===== src/rtl/uart_tx.sv =====
// rtl/uart_tx.sv - 8-N-1 UART transmitter, one byte per start pulse, done pulse after stop.
// Optional even parity bit between D7 and stop when UART_TX_PARITY_EN is defined.
module uart_tx #(
  parameter int CLK_FREQ  = 50_000_000,
  parameter int BAUD_RATE = 500_000
) (
  input  logic       clk,
  input  logic       rst_n,
  input  logic       start,
  input  logic [7:0] data,
  output logic       rs232_tx,
  output logic       done
);

  localparam int BAUD_DIV = CLK_FREQ / BAUD_RATE;
  localparam int CW       = $clog2(BAUD_DIV);
  localparam logic [CW-1:0] BIT_END = CW'(BAUD_DIV - 1);

  localparam logic [2:0] IDLE   = 3'd0;
  localparam logic [2:0] START  = 3'd1;
  localparam logic [2:0] DATA   = 3'd2;
  localparam logic [2:0] STOP   = 3'd4;
`ifdef UART_TX_PARITY_EN
  localparam logic [2:0] PARITY = 3'd3;
`endif

  logic [2:0]    state;
  logic [CW-1:0] baud_cnt;
  logic [2:0]    bit_cnt;
  logic [7:0]    shift;
`ifdef UART_TX_PARITY_EN
  logic          parity_bit;
`endif

  // rs232_tx is updated on the same edge as the state so the line is a clean register output.
  always_ff @(posedge clk or negedge rst_n) begin
    if (!rst_n) begin
      state      <= IDLE;
      baud_cnt   <= '0;
      bit_cnt    <= '0;
      shift      <= '0;
      rs232_tx   <= 1'b1;
      done       <= 1'b0;
`ifdef UART_TX_PARITY_EN
      parity_bit <= 1'b0;
`endif
    end else begin
      done <= 1'b0;
      case (state)
        IDLE: begin
          if (start) begin
            state      <= START;
            rs232_tx   <= 1'b0;
            shift      <= data;
            baud_cnt   <= '0;
            bit_cnt    <= '0;
`ifdef UART_TX_PARITY_EN
            parity_bit <= ^data;
`endif
          end
        end
        default: begin
          if (baud_cnt != BIT_END) begin
            baud_cnt <= baud_cnt + 1'b1;
          end else begin
            baud_cnt <= '0;
            case (state)
              START: begin
                state    <= DATA;
                rs232_tx <= shift[0];
              end
              DATA: begin
                if (bit_cnt == 3'd7) begin
`ifdef UART_TX_PARITY_EN
                  state    <= PARITY;
                  rs232_tx <= parity_bit;
`else
                  state    <= STOP;
                  rs232_tx <= 1'b1;
`endif
                end else begin
                  bit_cnt  <= bit_cnt + 3'd1;
                  shift    <= shift >> 1;
                  rs232_tx <= shift[1];
                end
              end
`ifdef UART_TX_PARITY_EN
              PARITY: begin
                state    <= STOP;
                rs232_tx <= 1'b1;
              end
`endif
              STOP: begin
                state    <= IDLE;
                rs232_tx <= 1'b1;
                done     <= 1'b1;
              end
              default: begin
                state    <= IDLE;
                rs232_tx <= 1'b1;
              end
            endcase
          end
        end
      endcase
    end
  end

endmodule


===== config.mk =====
export PLATFORM = sky130hd
export DESIGN_NAME = uart_tx
export DESIGN_NICKNAME = d
export VERILOG_FILES = /design/src/rtl/uart_tx.sv
export SDC_FILE = /design/constraint.sdc
export NUM_CORES = 1
export LEC_CHECK = 0
export CAP_MARGIN = 20
export CORE_MARGIN = 2
export CORE_UTILIZATION = 38
export CTS_CLUSTER_DIAMETER = 200
export DETAILED_ROUTE_END_ITERATION = 8
export GPL_TIMING_DRIVEN = 0
export REMOVE_ABC_BUFFERS = 1
export SYNTH_ARGS = -nofsm -noshare
export SYNTH_HDL_FRONTEND = slang
export SYNTH_SLANG_ARGS = --single-unit

===== constraint.sdc =====
create_clock -name clk -period 2.35 [get_ports clk]
set_clock_uncertainty 0.15 [all_clocks]
set_input_delay 0.705 -clock clk [delete_from_list [all_inputs] [get_ports clk]]
set_output_delay 0.705 -clock clk [all_outputs]
set_load 0.1 [all_outputs]

=== Yosys cells after proc, flatten, opt, wreduce, memory -nomap -nowiden ===
Index checks and enable logic that the tools add are counted.

* Flip-flop bits (word level): 23
* Bits of input ports: 11
* Output and inout bits: 2
* Logic and storage cells: 48

* $add $sub $neg: 2
* Equality and inequality tests: 9
* Muxes and demuxes: 26
* Reduce and logical (&&, ||, !) cells: 5

{| class="wikitable"
|+ Operator list
! operator !! number
|-
| $mux W8 || 5
|-
| $mux W3 || 9
|-
| $mux W7 || 3
|-
| $add A7 B1 Y7 const B || 1
|-
| $mux W1 || 7
|-
| $ne A7 B7 Y1 const B || 1
|-
| $eq A3 B3 Y1 const B || 2
|-
| $pmux W3 S2 || 1
|-
| $ne A2 B1 Y1 const B || 2
|-
| $reduce_and A4 Y1 || 1
|-
| $add A3 B1 Y3 const B || 1
|-
| $eq A3 B1 Y1 const B || 1
|-
| $eq A3 B2 Y1 const B || 1
|-
| $logic_not A3 Y1 || 1
|-
| $ne A3 B2 Y1 const B || 1
|-
| $reduce_and A3 Y1 || 1
|-
| $ne A2 B2 Y1 const B || 1
|-
| $pmux W1 S2 || 1
|-
| $reduce_and A2 Y1 || 1
|-
| $reduce_bool A2 Y1 || 1
|}

=== Logic depth before layout (Yosys ltp) ===
* Depth in word-level cells: 5
* Gate-level depth with buffers: 8
* Mapped depth without buffers: 6

=== Least setup slack after synthesis ===
Ideal clock, no wire load.

* Path type: flip-flop to flip-flop
* Start point: register bit_cnt[0]
* End point: register shift[0]
* Setup time: 0.073 ns
* Data arrival time: 1.786 ns
* Required time: 2.127 ns
* Slack: 0.341 ns
* Cell stages (with the launch flop): 9
* Buffers on the path: 2
* Clock period less this slack: 2.009 ns
* Cells stage by stage: dfrtp_1 -> ha_1 -> ha_1 -> a211oi_4 -> o21a_1 -> buf_6 -> and2_4 -> buf_8 -> a2bb2oi_2

* Cells in the longest elaborated chain, start to end: 3

{| class="wikitable"
|+ Ends and longest elaborated chain
! item !! line !! text
|-
| start, declared || 29 || <nowiki>logic [2:0] bit_cnt;</nowiki>
|-
| start signal, assigned || 82 || <nowiki>bit_cnt <= bit_cnt + 3'd1;</nowiki>
|-
| $eq A3 B3 Y1 || 73 || <nowiki>if (bit_cnt == 3'd7) begin</nowiki>
|-
| $ne A2 B1 Y1 (no source line) || -- ||
|-
| $reduce_and A4 Y1 (no source line) || -- ||
|-
| end signal, assigned || 54 || <nowiki>shift <= data;</nowiki>
|-
| end signal, assigned || 83 || <nowiki>shift <= shift >> 1;</nowiki>
|-
| end, declared || 30 || <nowiki>logic [7:0] shift;</nowiki>
|}

No other way between the ends.
A chain may end at the register's enable or synchronous reset.

=== Worst setup path after layout ===
* Start point: register rs232_tx
* End point: output port rs232_tx

{| class="wikitable"
|+ RTL lines
! item !! line !! text
|-
| start, declared || 11 || <nowiki>output logic rs232_tx,</nowiki>
|-
| start signal, assigned || 70 || <nowiki>rs232_tx <= shift[0];</nowiki>
|-
| start signal, assigned || 84 || <nowiki>rs232_tx <= shift[1];</nowiki>
|}

No word-level cell between the ends.

==> results.md <==
* I/O pins at 13
* DR WL/cell at 13.6 um
* CP Launch Point: rs232_tx$_DFFE_PN1P_
* Worst setup margin at roughly 0.09 ns
* Via count at 915
* Most frequent cells in the layout: 22 x dfrtp_1, 12 x nand2_1, 12 x o21ai_0
* Final Wtd Congestion at just over 0.8
* Core area at 0.00305 mm^2
* FILL cells at 317
* Clk_lat worst skew at just over 0.3 ns
* Peak VDD IR at ~0.33 mV
* Final hold violations at 0
* Dominant synthesized flop cell: dfrtp_1
* Initial antenna violation count at 0
* Max-cap violations at 0
* Post-Syn Area at around 0.0012 mm^2
* Sequential area share after synthesis at about 47%
* Outcome: finished, final reports clean
* Die Y at about 60 um
* Period utilisation layout at a little over nine tenths
* CTS tree: yes
* Area Growth Syn to Fin at 14.1%
* Placed instance area at roughly 0.0013 mm^2
* EDFF count, synth at 0
* Worst-path clk slew at around 0.12 ns
* Worst min-delay path category: reg2reg
* Pre-Repair DR Iteration Count at 4
* Post-Syn Instances at 112
* Initial core utilization at between 30 and 40%
* Share of cells above drive strength 1 at between 15 and 20%
* Critical path data required time at 1.49 ns
* Hpwl dp at between 1.5 and 2 mm
* Pwr Density at about 930 mW/mm^2
* Pwr Total at 1.30 mW
* Clock net sink count at 23
* Maximum clock frequency at 443 MHz
* Pleak at between 0.5 and 0.6 nW
* Critical Path Source Type: flop
* Critical Path Slowest Stage Cell: dfstp_2
* # DRC at 0
* Worst reg2reg startpoint: bit_cnt[0]$_DFFE_PN0P_
* Die W at between 60 and 70 um
* CP Max Fanout at 2
* GRT overflow at 0
* Final Setup Violations at 0
* Vias in the first global route at 950
* RSZ-0062 raised after global routing: false
* Asr flop ratio synth at between 90% and 100%
* Row count at 20
* DRT iter0 DRCs at between 60 and 70
* CP Capture Type: primary output
* Die area at around 0.0037 mm^2
* Design area at 0.00139 mm^2
* Final ANT Viol Nets at 0
* Max Slew Vio Count at 0
* Crit path max-delay family: flip-flops
* Area of the multi-input gates at approximately 580 um^2
* Num CTS Buffers at 3
* Final core occ at 45.5%
* Post-synth cell types at 36
* Ant diodes at 0
* Post-Place Worst Slack at -0.141 ns
* Min cycle time layout at approximately 2.3 ns
* Hold slack at roughly 0.37 ns
* Relative slew slack at between 60% and 70%
* Yosys warns at 0
* Worst path max stage delay at 0.55 ns
* FF/Latch Area at roughly 580 um^2
* Synthesized area per cell at around 11 um^2
* Port bufs at 12
* Worst EP arrival at ~1.4 ns
* H-tree levels at 1
* GR Util All Layers at approximately 15%
* Worst hold start: rs232_tx$_DFFE_PN1P_
* Final wirelength at 2.28 mm
* Post-route setup TNS at 0 ns
* Clock root buffer: clkbuf_4
* Type of the worst setup path: reg2out
* Worst slew pin tran at ~0.54 ns
* Crit path buffers/inverters at 1
* Nets at between 100 and 150
* Largest net degree at the start of global routing at 24
* Layout Cells excl Fill at between 150 and 200
* Clock tree buffer depth at 2
* First-pass GRT wire length at 4.13 mm
* Dpl cells at around 160
* Crit path cell chain: clkdlybuf4s15_2
* Routed vias/inst at roughly 5.5
* Flop and latch count out of synthesis at 23
* Commonest non-fill, non-tap cell in the layout: dfrtp_1
-- state kept, by name, summed over array words and instances (netlist names) --
name,flops
rs232_tx,1
shift,8
state,3
baud_cnt,7
bit_cnt,3
done,1
-- path summary, 6_finish.rpt --
check / depth (start not counted) / end / slack [ns]
worst max-delay path: 1 / rs232_tx / 0.09
min in group asynchronous: 1 / baud_cnt[3]$_DFFE_PN0P_ / 0.46
worst max register to register: 6 / shift[2]$_DFFE_PN0P_ / 0.15
worst min register to register: 2 / rs232_tx$_DFFE_PN1P_ / 0.37
max in group asynchronous: 2 / rs232_tx$_DFFE_PN1P_ / 1.14
worst min-delay path: 2 / rs232_tx$_DFFE_PN1P_ / 0.37
-- area by class of cell --
cell class,count,share of cell area (%)
Multi-Input combinational cell,82,41.6
Sequential cell,23,41.5
Timing Repair Buffer,13,10.8
Tap cell,44,3.96
Clock buffer,4,1.89
Inverter,1,0.270
-- report_power, final --
part | internal [mW] | leakage [nW] | switching (mW)
combinational | 0.232 | 0.258 | 0.209
clock | 0.0662 | 0.0150 | 0.116
sequential | 0.530 | 0.283 | 0.147
-- repair_timing --
action / in CTS / in global routing
endpoints found under the setup margin: 11 / 0
hold buffers: 0 / 0
resized for setup: 7 / 0
setup buffers: 0 / 0
-- metal layers --
metal  global-route usage, %  vias up  part of all wire (%)
met4                    7.45        0                   1.1
met2                    25.3        9                    51
li1                        -      445                     -
met1                    18.6      457                    45
met3                    2.56        4                   2.7
met5                       0        -                     0
-- kinds of logic (layout without fill, tap and decap cells) --
group	after synthesis	in the layout	share of synthesized area [%]
adders and majority gates	3	3	3.08
buffers and inverters	7	18	5.34
xor gates and xnor gates	2	2	1.44
DFF	23	23	47.3
and+or+nand+nor	37	37	16.1
AOI/OAI and AO/OA	40	40	26.7
-- cell usage after synthesis, types with 2 or more instances --
master / instances / area share (%)
xor2_1: 2 / 1.4
nor4_1: 2 / 1.0
a2bb2oi_2: 7 / 8.6
nand2_1: 12 / 3.7
a32o_1: 2 / 1.6
dfrtp_1: 22 / 45
a21oi_1: 4 / 1.6
ha_1: 3 / 3.1
nand3_1: 6 / 2.5
o22ai_1: 7 / 3.6
nor2b_1: 2 / 1.0
nor2_1: 5 / 1.5
o21ai_0: 12 / 4.9
nor3_1: 2 / 0.82
buf_6: 3 / 2.8
(Power assumes the default switching activity.)
